==> src/rtl/ecc_scrub_ctrl.sv <==
// ecc_scrub_ctrl: background scrubber and port arbiter for one SEC-DED
// protected single-port SRAM bank. The host always wins the port; the scrub
// engine reads each word through the external decoder, writes corrected
// words back through the external encoder, and logs uncorrectable words.
// Optional macro ECC_SCRUB_STATS_EN adds saturating corr_cnt / uncorr_cnt.
module ecc_scrub_ctrl #(
   parameter int DATA_WIDTH     = 32,
   parameter int PARITY_LENGTH  = 6,
   parameter int ADDR_WIDTH     = 10,
   parameter int DEPTH          = 1024,
   parameter int INTERVAL_WIDTH = 16,
   parameter int CNT_WIDTH      = 16
) (
   input  logic                      clk,
   input  logic                      rst,
   input  logic                      scrub_en,
   input  logic [INTERVAL_WIDTH-1:0] scrub_interval,
   input  logic                      host_req,
   input  logic                      host_we,
   input  logic [ADDR_WIDTH-1:0]     host_addr,
   output logic                      host_gnt,
   output logic                      scr_sel,
   output logic                      scr_en,
   output logic                      scr_we,
   output logic [ADDR_WIDTH-1:0]     scr_addr,
   output logic [DATA_WIDTH-1:0]     scr_wdata,
   input  logic [PARITY_LENGTH-1:0]  enc_parity_in,
   input  logic                      enc_oe_in,
   output logic [PARITY_LENGTH-1:0]  scr_wparity,
   output logic                      scr_woe,
   input  logic [DATA_WIDTH-1:0]     dec_data_in,
   input  logic [2:0]                dec_label_in,
   output logic                      pass_done,
   output logic                      irq_uncorr,
   input  logic                      irq_clr,
`ifdef ECC_SCRUB_STATS_EN
   output logic [CNT_WIDTH-1:0]      corr_cnt,
   output logic [CNT_WIDTH-1:0]      uncorr_cnt,
`endif
   output logic [ADDR_WIDTH-1:0]     last_uncorr_addr
);

   typedef enum logic [2:0] {
      S_IDLE, S_WAIT, S_RD, S_W1, S_W2, S_CHK, S_WB, S_NEXT
   } state_t;

   localparam logic [ADDR_WIDTH-1:0]     LAST_ADDR = ADDR_WIDTH'(DEPTH - 1);
   localparam logic [ADDR_WIDTH-1:0]     ADDR_ONE  = ADDR_WIDTH'(1);
   localparam logic [INTERVAL_WIDTH-1:0] INT_ONE   = INTERVAL_WIDTH'(1);

   state_t                    r_state;
   state_t                    w_state_next;
   logic [ADDR_WIDTH-1:0]     r_addr;
   logic [INTERVAL_WIDTH-1:0] r_interval_cnt;
   logic                      r_hazard;
   logic [DATA_WIDTH-1:0]     r_wdata;
   logic                      r_irq;
   logic [ADDR_WIDTH-1:0]     r_last_uncorr;

   logic w_scr_sel;
   logic w_scr_we;
   logic w_load_interval;
   logic w_issue_rd;
   logic w_latch_fix;
   logic w_log_uncorr;
   logic w_advance;
   logic w_host_hit;
   logic w_in_window;
   logic w_at_last;
   logic w_label_fix;
   logic w_label_uncorr;

   // A host write to the word in flight makes the read data stale
   assign w_host_hit     = host_req & host_we & (host_addr == r_addr);
   assign w_in_window    = (r_state == S_W1) || (r_state == S_W2) ||
                           (r_state == S_CHK) || (r_state == S_WB);
   assign w_at_last      = (r_addr == LAST_ADDR);
   assign w_label_fix    = (dec_label_in == 3'd2) || (dec_label_in == 3'd4);
   assign w_label_uncorr = (dec_label_in == 3'd3);

   // Next-state and access decode; the host request always blocks the scrubber
   always_comb begin
      w_state_next    = r_state;
      w_scr_sel       = 1'b0;
      w_scr_we        = 1'b0;
      w_load_interval = 1'b0;
      w_issue_rd      = 1'b0;
      w_latch_fix     = 1'b0;
      w_log_uncorr    = 1'b0;
      w_advance       = 1'b0;
      case (r_state)
         S_IDLE: begin
            if (scrub_en) begin
               w_load_interval = 1'b1;
               w_state_next    = S_WAIT;
            end
         end
         S_WAIT: begin
            if (r_interval_cnt == '0) w_state_next = S_RD;
         end
         S_RD: begin
            if (!host_req) begin
               w_scr_sel    = 1'b1;
               w_issue_rd   = 1'b1;
               w_state_next = S_W1;
            end
         end
         S_W1: w_state_next = S_W2;
         S_W2: w_state_next = S_CHK;
         S_CHK: begin
            if (r_hazard) begin
               w_state_next = S_RD;
            end else if (w_label_fix) begin
               w_latch_fix  = 1'b1;
               w_state_next = S_WB;
            end else begin
               w_log_uncorr = w_label_uncorr;
               w_state_next = S_NEXT;
            end
         end
         S_WB: begin
            if (!host_req) begin
               if (r_hazard) begin
                  w_state_next = S_RD;
               end else begin
                  w_scr_sel    = 1'b1;
                  w_scr_we     = 1'b1;
                  w_state_next = S_NEXT;
               end
            end
         end
         S_NEXT: begin
            w_advance = 1'b1;
            if (scrub_en) begin
               w_load_interval = 1'b1;
               w_state_next    = S_WAIT;
            end else begin
               w_state_next = S_IDLE;
            end
         end
         default: w_state_next = S_IDLE;
      endcase
   end

   // State register
   always_ff @(posedge clk) begin
      if (rst) r_state <= S_IDLE;
      else     r_state <= w_state_next;
   end

   // Idle-gap counter, loaded on every entry to WAIT
   always_ff @(posedge clk) begin
      if (rst)                                           r_interval_cnt <= '0;
      else if (w_load_interval)                          r_interval_cnt <= scrub_interval;
      else if (r_state == S_WAIT && r_interval_cnt != '0) r_interval_cnt <= r_interval_cnt - INT_ONE;
   end

   // Scrub address walks 0..DEPTH-1 and wraps; kept across disable
   always_ff @(posedge clk) begin
      if (rst)            r_addr <= '0;
      else if (w_advance) r_addr <= w_at_last ? '0 : (r_addr + ADDR_ONE);
   end

   // Hazard flag: cleared when a read is issued, set by a colliding host write
   always_ff @(posedge clk) begin
      if (rst)                            r_hazard <= 1'b0;
      else if (w_issue_rd)                r_hazard <= 1'b0;
      else if (w_in_window && w_host_hit) r_hazard <= 1'b1;
   end

   // Corrected data held for the write-back
   always_ff @(posedge clk) begin
      if (rst)              r_wdata <= '0;
      else if (w_latch_fix) r_wdata <= dec_data_in;
   end

   // Uncorrectable logging; a new event beats a simultaneous clear
   always_ff @(posedge clk) begin
      if (rst) begin
         r_irq         <= 1'b0;
         r_last_uncorr <= '0;
      end else if (w_log_uncorr) begin
         r_irq         <= 1'b1;
         r_last_uncorr <= r_addr;
      end else if (irq_clr) begin
         r_irq <= 1'b0;
      end
   end

`ifdef ECC_SCRUB_STATS_EN
   logic [CNT_WIDTH-1:0] r_corr_cnt;
   logic [CNT_WIDTH-1:0] r_uncorr_cnt;
   localparam logic [CNT_WIDTH-1:0] CNT_ONE = CNT_WIDTH'(1);

   // Saturating error statistics, only for hazard-free checks
   always_ff @(posedge clk) begin
      if (rst) begin
         r_corr_cnt   <= '0;
         r_uncorr_cnt <= '0;
      end else begin
         if (w_latch_fix && r_corr_cnt != '1)    r_corr_cnt   <= r_corr_cnt + CNT_ONE;
         if (w_log_uncorr && r_uncorr_cnt != '1) r_uncorr_cnt <= r_uncorr_cnt + CNT_ONE;
      end
   end

   assign corr_cnt   = r_corr_cnt;
   assign uncorr_cnt = r_uncorr_cnt;
`endif

   assign host_gnt         = host_req;
   assign scr_sel          = w_scr_sel;
   assign scr_en           = w_scr_sel;
   assign scr_we           = w_scr_we;
   assign scr_addr         = r_addr;
   assign scr_wdata        = r_wdata;
   assign scr_wparity      = enc_parity_in;
   assign scr_woe          = enc_oe_in;
   assign pass_done        = (r_state == S_NEXT) && w_at_last;
   assign irq_uncorr       = r_irq;
   assign last_uncorr_addr = r_last_uncorr;

endmodule

==> config.mk <==
export PLATFORM = sky130hd
export DESIGN_NAME = ecc_scrub_ctrl
export DESIGN_NICKNAME = d
export VERILOG_FILES = /design/src/rtl/ecc_scrub_ctrl.sv
export SDC_FILE = /design/constraint.sdc
export NUM_CORES = 1
export LEC_CHECK = 0
export ABC_CLOCK_PERIOD_IN_PS = 5200
export CORE_MARGIN = 2
export CORE_UTILIZATION = 40
export CTS_BUF_LIST = sky130_fd_sc_hd__clkbuf_8
export DETAILED_ROUTE_END_ITERATION = 16
export HOLD_SLACK_MARGIN = 0.02
export PLACE_DENSITY = 0.79
export SYNTH_ARGS = -nofsm -noshare
export SYNTH_HDL_FRONTEND = slang
export SYNTH_SLANG_ARGS = --single-unit
==> constraint.sdc <==
create_clock -name clk -period 5.2 [get_ports clk]
set_input_delay 0.52 -clock clk [delete_from_list [all_inputs] [get_ports clk]]
set_output_delay 0.52 -clock clk [all_outputs]
set_load 0.1 [all_outputs]
# Yosys cells after proc, flatten, opt, wreduce, memory -nomap -nowiden
# Cells that the tools add are included.
word_totals:
  in_bits: 74
  word_cells: 71
  ff_bits: 73
classes:
  n_eq_ne: 16
  bitwise_logic: 2
  n_mux: 29
  reduce_logical: 15
  add_sub_neg: 2
op_table:
  columns: ["op", "count"]
  rows:
  - ["16-bit 2-to-1 mux", 2]
  - ["3-bit one-hot mux with 8 select lines", 1]
  - ["1-bit 2-to-1 mux", 18]
  - ["3-bit 2-to-1 mux", 6]
  - ["16-bit logical NOT", 1]
  - ["16-bit nonzero test", 1]
  - ["16-bit by 1-bit subtractor with 16-bit output (second input constant)", 1]
  - ["3-bit == test (second input constant)", 5]
  - ["3-bit by 2-bit == test with 1-bit output (second input constant)", 4]
  - ["10-bit by 1-bit adder with 10-bit output (second input constant)", 1]
  - ["10-bit == test", 1]
  - ["10-bit == test (second input constant)", 1]
  - ["10-bit 2-to-1 mux", 1]
  - ["2-bit != test (second input constant)", 4]
  - ["1-bit logical OR", 4]
  - ["4-bit AND reduction", 1]
  - ["2-bit nonzero test", 2]
  - ["2-bit OR reduction", 2]
  - ["3-bit by 1-bit == test with 1-bit output (second input constant)", 1]
  - ["1-bit logical AND", 3]
  - ["3-bit logical NOT", 1]
  - ["1-bit bitwise AND", 2]
  - ["1-bit one-hot mux with 2 select lines", 1]

# Longest topological paths before layout
# Gate-level depths: netlist of the first run.
depth:
  depth_word: 6
  depth_mapped: 8
  mapped_depth_nobuf: 7

# Worst setup path after synthesis of the first run
# No wires, ideal clock.
synth_timing:
  path_kind: "flip-flop to output port"
  start: "reg r_addr[0], in the netlist scr_addr[0]"
  end: "out pass_done"
  stages_incl_launch_ff: 5
  required_ps: 4680
  setup_slack_ps: 1733
  arrival_time_ps: 2947
  cell_sequence: "dfxtp_1 ha_1 and4_1 nand2b_1 nor2_1"
synth_via:
  elab_chain_cells: 2
synth_rtl:
  columns: ["item", "line", "source"]
  rows:
  - ["start, declared", "53", "logic [ADDR_WIDTH-1:0] r_addr;"]
  - ["start signal, assigned", "161", "else if (w_advance) r_addr <= w_at_last ? '0 : (r_addr + ADDR_ONE);"]
  - ["10-bit == test", "77", "assign w_at_last = (r_addr == LAST_ADDR);"]
  - ["1-bit logical AND", "218", "assign pass_done = (r_state == S_NEXT) && w_at_last;"]
  - ["end, declared", "33", "output logic pass_done,"]
# No other way between the ends.

# Worst setup path after layout of the first run
layout_timing:
  start: "reg r_state[1]"
  end: "out pass_done"
layout_via:
  elab_chain_cells: 2
layout_rtl:
  columns: ["item", "line", "source"]
  rows:
  - ["start, declared", "51", "state_t r_state;"]
  - ["start signal, assigned", "148", "else r_state <= w_state_next;"]
  - ["3-bit == test", "218", null]
  - ["1-bit logical AND", "218", null]
# No other way between the ends.

==> results.sh, run 1 <==
export IMPL_run_status="finished clean"
export IMPL_grt_total_usage_pct=19.2
export IMPL_drv_cap=0
export IMPL_achievable_frequency_mhz=305
export IMPL_syn_to_final_growth_pct=43.8
export IMPL_p_leak_uw=0.00171
export IMPL_endpoint_kind="output pin"
export IMPL_setup_tns_ns=0
export IMPL_start_kind="register"
export IMPL_finalCritPeriodShare_pct=63.0
export IMPL_layout_drive_gt1_share_pct=5.49
export IMPL_post_cts_setup_buffers=0
export IMPL_min_path_type="reg -> reg"
export IMPL_final_common_cell="clkdlybuf4s50_1"
export IMPL_grt_max_degree=72
export IMPL_crit_required_ns=4.68
export IMPL_grt_pass1_vias=3086
export IMPL_drt_vias_per_instance=5.07
export IMPL_syn_nets=498
export IMPL_critical_path_cell_chain="ha_1 -> and4_1 -> nand2b_1 -> nor2_1 -> clkdlybuf4s50_1"
export IMPL_setup_viol_count_final=0
export IMPL_wl_per_cell_um=14.3
export IMPL_diodes=0
export IMPL_die_h_um=96.5
export IMPL_grt_pass1_wl_mm=14.0
export IMPL_gr_total_overflow=0
export IMPL_power_uw=1790
export IMPL_path_class="reg -> out"
export IMPL_tightest_slew_ns=1.18
export IMPL_die_area_mm2=0.00931
export IMPL_cts_clk_slew_worst_paths_ns=0.08
export IMPL_numPortBuffers=124
export IMPL_drt_iter0_drc=86
export IMPL_cts_sinks=73
export IMPL_antenna_found_initial=0
export IMPL_gp_congestion=0.841
export IMPL_fin_crit_ns=3.28
export IMPL_cts_made_buffers=9
export IMPL_slew_violations=0
export IMPL_yosys_warnings=0
export IMPL_syn_avg_cell_area_um2=8.19
export IMPL_drt_pass1_iter_count=5
export IMPL_clock_latency_ns=0.35
export IMPL_finalWirelength_mm=9.03
export IMPL_ys_seq_area_share_pct=42.7
export IMPL_relSlewSlack_pct=21.2
export IMPL_die_width_um=96.5
export IMPL_skew_ns=0.00763
export IMPL_power_density_mw_per_mm2=364
export IMPL_hpwl_mm=6.33
export IMPL_ir_drop_mv=0.224
export IMPL_cp_arrival_ns=2.76
export IMPL_h_tree_depth=3
export IMPL_rsz0062_at_grt="no"
export IMPL_layout_common_cells="clkdlybuf4s50_1 (123), nand2_1 (78), dfxtp_1 (73), nor2_1 (50), a21oi_1 (40)"
export IMPL_synthCells=418
export IMPL_ant_nets=0
export IMPL_initial_core_util_pct=41.5
export IMPL_synthesis_area_mm2=0.00342
export IMPL_cts_tree="yes"
export IMPL_finalHoldViolations=0
export IMPL_final_net_count=603
export IMPL_placementRows=33
export IMPL_num_vias=3207
export IMPL_synth_edf_count=0
export IMPL_core_mm2=0.00826
export IMPL_io_pins=139
export IMPL_clk_path_buf_depth=2
export IMPL_synth_ff_type="dfxtp_1"
export IMPL_synth_cell_types=47
export IMPL_cts_resized=0
export IMPL_drc=0
export IMPL_max_stage_delay_ns=1.16
export IMPL_path_max_fanout=7
export IMPL_async_flop_share_pct=0
export IMPL_cts_root_buf="clkbuf_8"
export IMPL_cts_hold_buf=0
export IMPL_slowest_stage="clkdlybuf4s50_1"
export IMPL_synth_seq_cells=73
power by group:
part,internal [uW],leakage [uW],switching (uW)
registers,616,0.000592,71.2
clock network,344,0.000131,212
logic,237,0.000990,309
worst max-delay path, delay by kind of cell (launching register included):
kind	cells	cell delay, ns
buffers and inverters	1	1.16
and+or+nand+nor	3	0.54
DFF	1	0.39
adders and majority gates	1	0.32
logic make-up after synthesis:
family          after synthesis  synth area share (%)
simple gates                182                  24.9
fa+ha+maj                     6                  2.19
mux                          13                  3.80
buf+inv                      40                  5.45
compound gates               74                  13.3
flops                        73                  42.7
xor+xnor                     30                  7.68
area by class of cell:
cell class                      count  area, um2
Timing Repair Buffer              127       1260
Sequential cell                    73       1460
Clock buffer                       11        151
Fill cell                         725       3340
Tap cell                          105        131
Clock inverter                      5        103
Multi-Input combinational cell    305       1790
Inverter                            7       26.3
final timing paths:
kind / from / cells past startpoint / to / slack, ns
setup reg to reg: r_state[0] / 6 / r_interval_cnt[2] / 2.90
hold / removal: scr_wdata[21] / 2 / scr_wdata[21] / 0.46
setup / recovery: r_state[1] / 5 / pass_done / 1.92
hold reg to reg: scr_wdata[21] / 2 / scr_wdata[21] / 0.46
cell usage after synthesis (all sizes together), types with 3 or more instances:
library cell	instances	area, um2
and2	3	18.8
nand4	3	18.8
nand2b	4	25.0
nor4	7	58.8
nor2	50	188
ha	6	75.1
inv	7	26.3
nor3	9	45.0
nand2	78	293
nand3	6	30.0
xor2	19	166
dfxtp	73	1460
nor4b	3	32.5
mux2i	13	130
buf	12	81.3
a21oi	40	200
a211oi	15	113
or3	5	31.3
o21ai	4	20.0
xnor2	11	96.3
clkbuf	21	78.8
stage by stage:
step / cell area (um2) / setup WS [ns] / util (%) / hold WS [ns] / instances
3_5_place_dp: 4670 / 2.12 / 56.5 / 0.446 / 617
3_3_place_gp: 4670 / 2.11 / 56.5 / 0.441 / 617
6_report: 4920 / 1.92 / 59.6 / 0.455 / 633
2_1_floorplan: 3420 / 1.73 / - / 0.480 / 418
5_1_grt: 4920 / 1.80 / 59.6 / 0.483 / 633
4_1_cts: 4920 / 1.92 / 59.6 / 0.458 / 633
registers in the layout (all words and copies together), names as in the netlist:
signal,cells
r_state,3
scr_addr,10
r_hazard,1
last_uncorr_addr,10
irq_uncorr,1
r_interval_cnt,16
scr_wdata,32
per-layer routing:
layer | up-vias | wire length (um) | share of wire [%] | track usage, %
li1 | 1618 | - | - | -
met1 | 1453 | 3830 | 42 | 23.0
met2 | 125 | 4120 | 46 | 31.7
met3 | 11 | 969 | 11 | 7.60
met4 | 0 | 106 | 1.2 | 5.87
met5 | - | 0 | 0 | 0
No activity file was read; power rests on OpenSTA's default activity.
==> run 2: changes to the inputs <==
Settings changed: ABC_CLOCK_PERIOD_IN_PS 5200 to 3410.
Clock period 5.2 ns to 3.41 ns, I/O delays scaled along.
==> run 2 against run 1 <==
Register-to-register slack got worse by 1.7 ns. Core utilization fell by 0.67 points. Combinational power rose by 53%. Clock power rose by 20%. Total power rose by 43%. Global-route usage rose by 0.70 points. Non-clock buffer count rose by 2. Via count rose by 0.94%. Cell area fell by 1.1%. Clock-buffer cell count fell by 2. Highest routed layer unchanged.
==> results.sh, run 2 (same netlist as run 1, synthesis figures left out) <==
export IMPL_final_common_cell="clkdlybuf4s50_1"
export IMPL_diodes=0
export IMPL_cts_root_buf="clkbuf_8"
export IMPL_cts_made_buffers=9
export IMPL_largest_reg_flops=32
export IMPL_drc=0
export IMPL_tightest_slew_ns=0.994
export IMPL_multi_input_area_mm2=0.00179
export IMPL_cts_sinks=73
export IMPL_crit_path_start="scr_addr[3]"
export IMPL_grt_total_usage_pct=19.9
export IMPL_critical_path_cell_chain="clkdlybuf4s50_1"
export IMPL_drt_pass1_iter_count=4
export IMPL_slowest_stage="clkdlybuf4s50_1"
export IMPL_grt_pass1_wl_mm=14.6
export IMPL_final_net_count=605
export IMPL_gp_congestion=0.894
export IMPL_post_cts_setup_buffers=0
export IMPL_drt_vias_per_instance=5.10
export IMPL_die_area_mm2=0.00931
export IMPL_rsz0062_at_grt="no"
export IMPL_cp_buffers_inverters=1
export IMPL_die_h_um=96.5
export IMPL_die_width_um=96.5
export IMPL_finalWirelength_mm=8.96
export IMPL_intPower_uw=1640
export IMPL_worstReg2RegStart="r_state[0]"
export IMPL_crit_required_ns=3.07
export IMPL_start_kind="register"
export IMPL_cp_arrival_ns=2.02
export IMPL_seqCellArea_mm2=0.00146
export IMPL_skew_ns=0.0114
export IMPL_path_class="reg -> out"
export IMPL_h_tree_depth=3
export IMPL_endpoint_kind="output pin"
export IMPL_max_stage_delay_ns=1.20
export IMPL_placementRows=33
export IMPL_syn_to_final_growth_pct=42.2
export IMPL_grt_pass1_vias=3256
export IMPL_setup_viol_count_final=0
export IMPL_slew_violations=0
export IMPL_initial_core_util_pct=41.5
export IMPL_hpwl_mm=6.44
export IMPL_power_density_mw_per_mm2=525
export IMPL_wl_per_cell_um=14.1
export IMPL_setup_tns_ns=0
export IMPL_p_sw_share_pct=35.8
export IMPL_numPortBuffers=124
export IMPL_relSlewSlack_pct=33.5
export IMPL_drt_iter0_drc=100
export IMPL_grt_max_degree=48
export IMPL_clk_path_buf_depth=2
export IMPL_run_status="finished clean"
export IMPL_gr_total_overflow=0
export IMPL_stdcell_count=635
export IMPL_io_pins=139
export IMPL_cts_hold_buf=0
export IMPL_path_max_fanout=7
export IMPL_p_comb_share_pct=32.7
export IMPL_clkPwrFrac_pct=26.0
export IMPL_cts_tree="yes"
export IMPL_ant_nets=0
export IMPL_ir_drop_mv=0.258
export IMPL_min_delay_start="scr_wdata[14]"
export IMPL_finalHoldViolations=0
export IMPL_fillCellCount=736
export IMPL_achievable_frequency_mhz=423
export IMPL_fin_crit_ns=2.36
export IMPL_cts_resized=0
export IMPL_p_leak_uw=0.00169
export IMPL_core_mm2=0.00826
export IMPL_min_path_type="reg -> reg"
export IMPL_num_vias=3237
export IMPL_antenna_found_initial=0
export IMPL_cts_clk_slew_worst_paths_ns=0.08
export IMPL_dp_cells=619
export IMPL_power_frac_seq_pct=41.2
export IMPL_layout_drive_gt1_share_pct=6.98
export IMPL_cp_top_family="buffers and inverters"
export IMPL_hold_ws_ns=0.456
export IMPL_layout_common_cells="clkdlybuf4s50_1 (118), nand2_1 (78), dfxtp_1 (73), nor2_1 (49), a21oi_1 (40)"
export IMPL_p_sw_uw=915
export IMPL_drv_cap=0
export IMPL_finalCritPeriodShare_pct=69.3
export IMPL_clock_latency_ns=0.34
==> run 2: per-layer routing <==
layer	share of wire [%]	up-vias	global-route usage, %
met5	0	-	0
li1	-	1626	-
met3	8.7	17	7.37
met4	1.7	0	8.10
met2	45	116	32.0
met1	45	1478	24.0
==> run 2: cell type report <==
type	instances	share of cell area, %
clock inverter	7	1.44
tap	105	2.70
clock buffer	9	2.54
inverter	7	0.540
sequential	73	30.0
multi-input combinational	305	36.8
timing repair buffer	129	25.9
==> run 2: per-stage QoR <==
step | utilization, % | setup WS, ns | cell area (um2) | total power [uW]
4_1_cts | 58.9 | 1.02 | 4870 | 2570
3_5_place_dp | 56.6 | 1.27 | 4670 | 1880
2_1_floorplan | - | 0.127 | 3430 | 1710
5_1_grt | 58.9 | 0.896 | 4870 | 2720
3_3_place_gp | 56.6 | 1.34 | 4670 | 1870
6_report | 58.9 | 1.05 | 4870 | 2560
==> run 2: power by group through the flow <==
stage	clock network, uW	registers (uW)	logic (uW)
after detailed placement	0	1060	820
after global routing	719	1070	934
after floorplan	0	1040	665
after global placement	0	1060	805
after CTS	687	1050	833
final	666	1050	837
==> run 2: worst paths after layout <==
| check | to | slack, ns | depth (start not counted) |
|---|---|---|---|
| max | scr_addr[3] | 1.05 | 1 |
| min | scr_wdata[14] | 0.46 | 2 |
| max reg2reg | r_interval_cnt[2] | 1.22 | 7 |
| min reg2reg | scr_wdata[14] | 0.46 | 2 |
==> run 2: worst min-delay path, cell delays in order, from the launching register on <==
cell and delay (ns):
dfxtp_1 0.32, nand2_1 0.05, a21oi_1 0.05
==> run 3: changes to the inputs <==
Settings changed: ABC_CLOCK_PERIOD_IN_PS 3410 to 1950, PLACE_DENSITY 0.79 to 0.82.
Clock period 3.41 ns to 1.95 ns, I/O delays scaled along.
==> run 3 against run 2 <==
Final cell count grew 1.9%. Largest cell class unchanged. Register-to-register slack lost 1.2 ns. Critical path type is now reg -> reg. Clock power rose by 61%.
==> results.sh, run 3 (same netlist as run 1, synthesis figures left out) <==
export IMPL_setup_viol_count_final=0
export IMPL_p_leak_uw=0.00192
export IMPL_numPortBuffers=124
export IMPL_grt_max_degree=37
export IMPL_dp_slack_ns=-0.0167
export IMPL_crit_required_ns=2.21
export IMPL_largest_reg_flops=32
export IMPL_gr_total_overflow=0
export IMPL_drt_pass1_iter_count=4
export IMPL_cts_clk_slew_worst_paths_ns=0.08
export IMPL_hpwl_mm=6.48
export IMPL_ir_drop_mv=0.623
export IMPL_h_tree_depth=3
export IMPL_start_kind="register"
export IMPL_cp_arrival_ns=2.15
export IMPL_slowest_stage="or4_4"
export IMPL_cts_root_buf="clkbuf_8"
export IMPL_min_path_type="in -> reg"
export IMPL_antenna_found_initial=0
export IMPL_drv_cap=0
export IMPL_ant_nets=0
export IMPL_post_route_util_pct=61.2
export IMPL_fin_crit_ns=1.88
export IMPL_diodes=0
export IMPL_finalHoldViolations=0
export IMPL_critical_path_cell_chain="or4_4 -> or3_4 -> o211ai_1 -> xor2_1 -> a211oi_1"
export IMPL_cts_hold_buf=0
export IMPL_run_status="finished clean"
export IMPL_die_area_mm2=0.00931
export IMPL_drc=0
export IMPL_drt_iter0_drc=90
export IMPL_die_width_um=96.5
export IMPL_fillCellCount=733
export IMPL_cp_buffers_inverters=0
export IMPL_final_net_count=617
export IMPL_power_density_mw_per_mm2=923
export IMPL_cts_tree="yes"
export IMPL_path_max_fanout=6
export IMPL_relSlewSlack_pct=62.9
export IMPL_core_mm2=0.00826
export IMPL_max_stage_delay_ns=0.57
export IMPL_io_pins=139
export IMPL_grt_total_usage_pct=20.1
export IMPL_endpoint_kind="register"
export IMPL_tightest_slew_ns=0.556
export IMPL_achievable_frequency_mhz=531
export IMPL_initial_core_util_pct=41.5
export IMPL_layout_common_cells="nand2_1 (78), clkdlybuf4s50_1 (65), buf_4 (65), dfxtp_1 (62), nor2_1 (49)"
export IMPL_grt_pass1_vias=3383
export IMPL_gp_congestion=0.798
export IMPL_die_h_um=96.5
export IMPL_setup_tns_ns=0
export IMPL_num_vias=3300
export IMPL_cts_sinks=73
export IMPL_cp_top_family="simple AND/OR/NAND/NOR gates"
export IMPL_final_common_cell="nand2_1"
export IMPL_slew_violations=0
export IMPL_path_class="reg -> reg"
export IMPL_clk_path_buf_depth=2
export IMPL_wl_per_cell_um=14.0
export IMPL_finalWirelength_mm=9.06
export IMPL_finalCritPeriodShare_pct=96.6
export IMPL_clock_latency_ns=0.35
export IMPL_placementRows=33
export IMPL_drt_vias_per_instance=5.10
export IMPL_grt_pass1_wl_mm=14.7
export IMPL_syn_to_final_growth_pct=47.7
export IMPL_skew_ns=0.0107
export IMPL_layout_drive_gt1_share_pct=23.2
export IMPL_cts_made_buffers=9
export IMPL_setup_slack_ns=0.0668
## run 3: changes by cell type in the layout (fill, tap and decap cells not counted), moves of 2 or more
cell / delta
a21oi_1: -2
buf_12: +8
buf_4: +55
dfxtp_1: -11
nand2b_1: -2
clkinvlp_4: -2
ha_1: -4
ha_4: +3
dfxtp_2: +4
clkdlybuf4s50_1: -53
dfxtp_4: +7
inv_6: +2
## run 3: timing repair
item | 4_1_cts | 5_1_grt
pin swaps | 0 | 6
endpoints found under the setup margin | 5 | 64
endpoints found under the hold margin | 0 | 0
gates resized for setup | 5 | 13
gates cloned | 0 | 1
buffers inserted | 0 | 4
## run 3: layout make-up
class / instances / area, um2 / area share (%)
clock buffer: 9 / 124 / 2.45
sequential: 73 / 1490 / 29.5
timing repair buffer: 141 / 1320 / 26.1
multi-input combinational: 305 / 1910 / 37.7
inverter: 7 / 26.3 / 0.520
tap: 105 / 131 / 2.60
clock inverter: 7 / 52.6 / 1.04
## run 3: report_power, final
| part | switching, uW | internal, uW | total [uW] |
|---|---|---|---|
| Combinational | 942 | 837 | 1780 |
| Clock | 598 | 473 | 1070 |
| Sequential | 182 | 1630 | 1820 |
| Total | 1720 | 2940 | 4670 |
## run 3: per-layer routing
layer | GRT usage [%] | wire (um) | part of all wire [%]
met1 | 23.2 | 3830 | 42
met3 | 6.98 | 529 | 5.8
met2 | 34.8 | 4540 | 50
met5 | 0 | 0 | 0
met4 | 6.69 | 156 | 1.7
## run 3: path summary, 6_finish.rpt
path / startpoint / end / slack, ns / cells past startpoint
setup / recovery: r_interval_cnt[10] / r_interval_cnt[6] / 0.07 / 5
hold / removal: rst / scr_addr[6] / 0.32 / 2
setup reg to reg: r_interval_cnt[10] / r_interval_cnt[6] / 0.07 / 5
hold reg to reg: scr_wdata[5] / scr_wdata[5] / 0.46 / 2
## run 3: per-stage QoR
stage / cell area [um2] / std cells / hold WS [ns] / power, uW
after floorplan: 3510 / 418 / 0.331 / 2990
after global placement: 4770 / 626 / 0.391 / 3380
after detailed placement: 4770 / 626 / 0.391 / 3430
after CTS: 4970 / 642 / 0.308 / 4550
after global routing: 5050 / 647 / 0.352 / 4960
final: 5050 / 647 / 0.320 / 4670
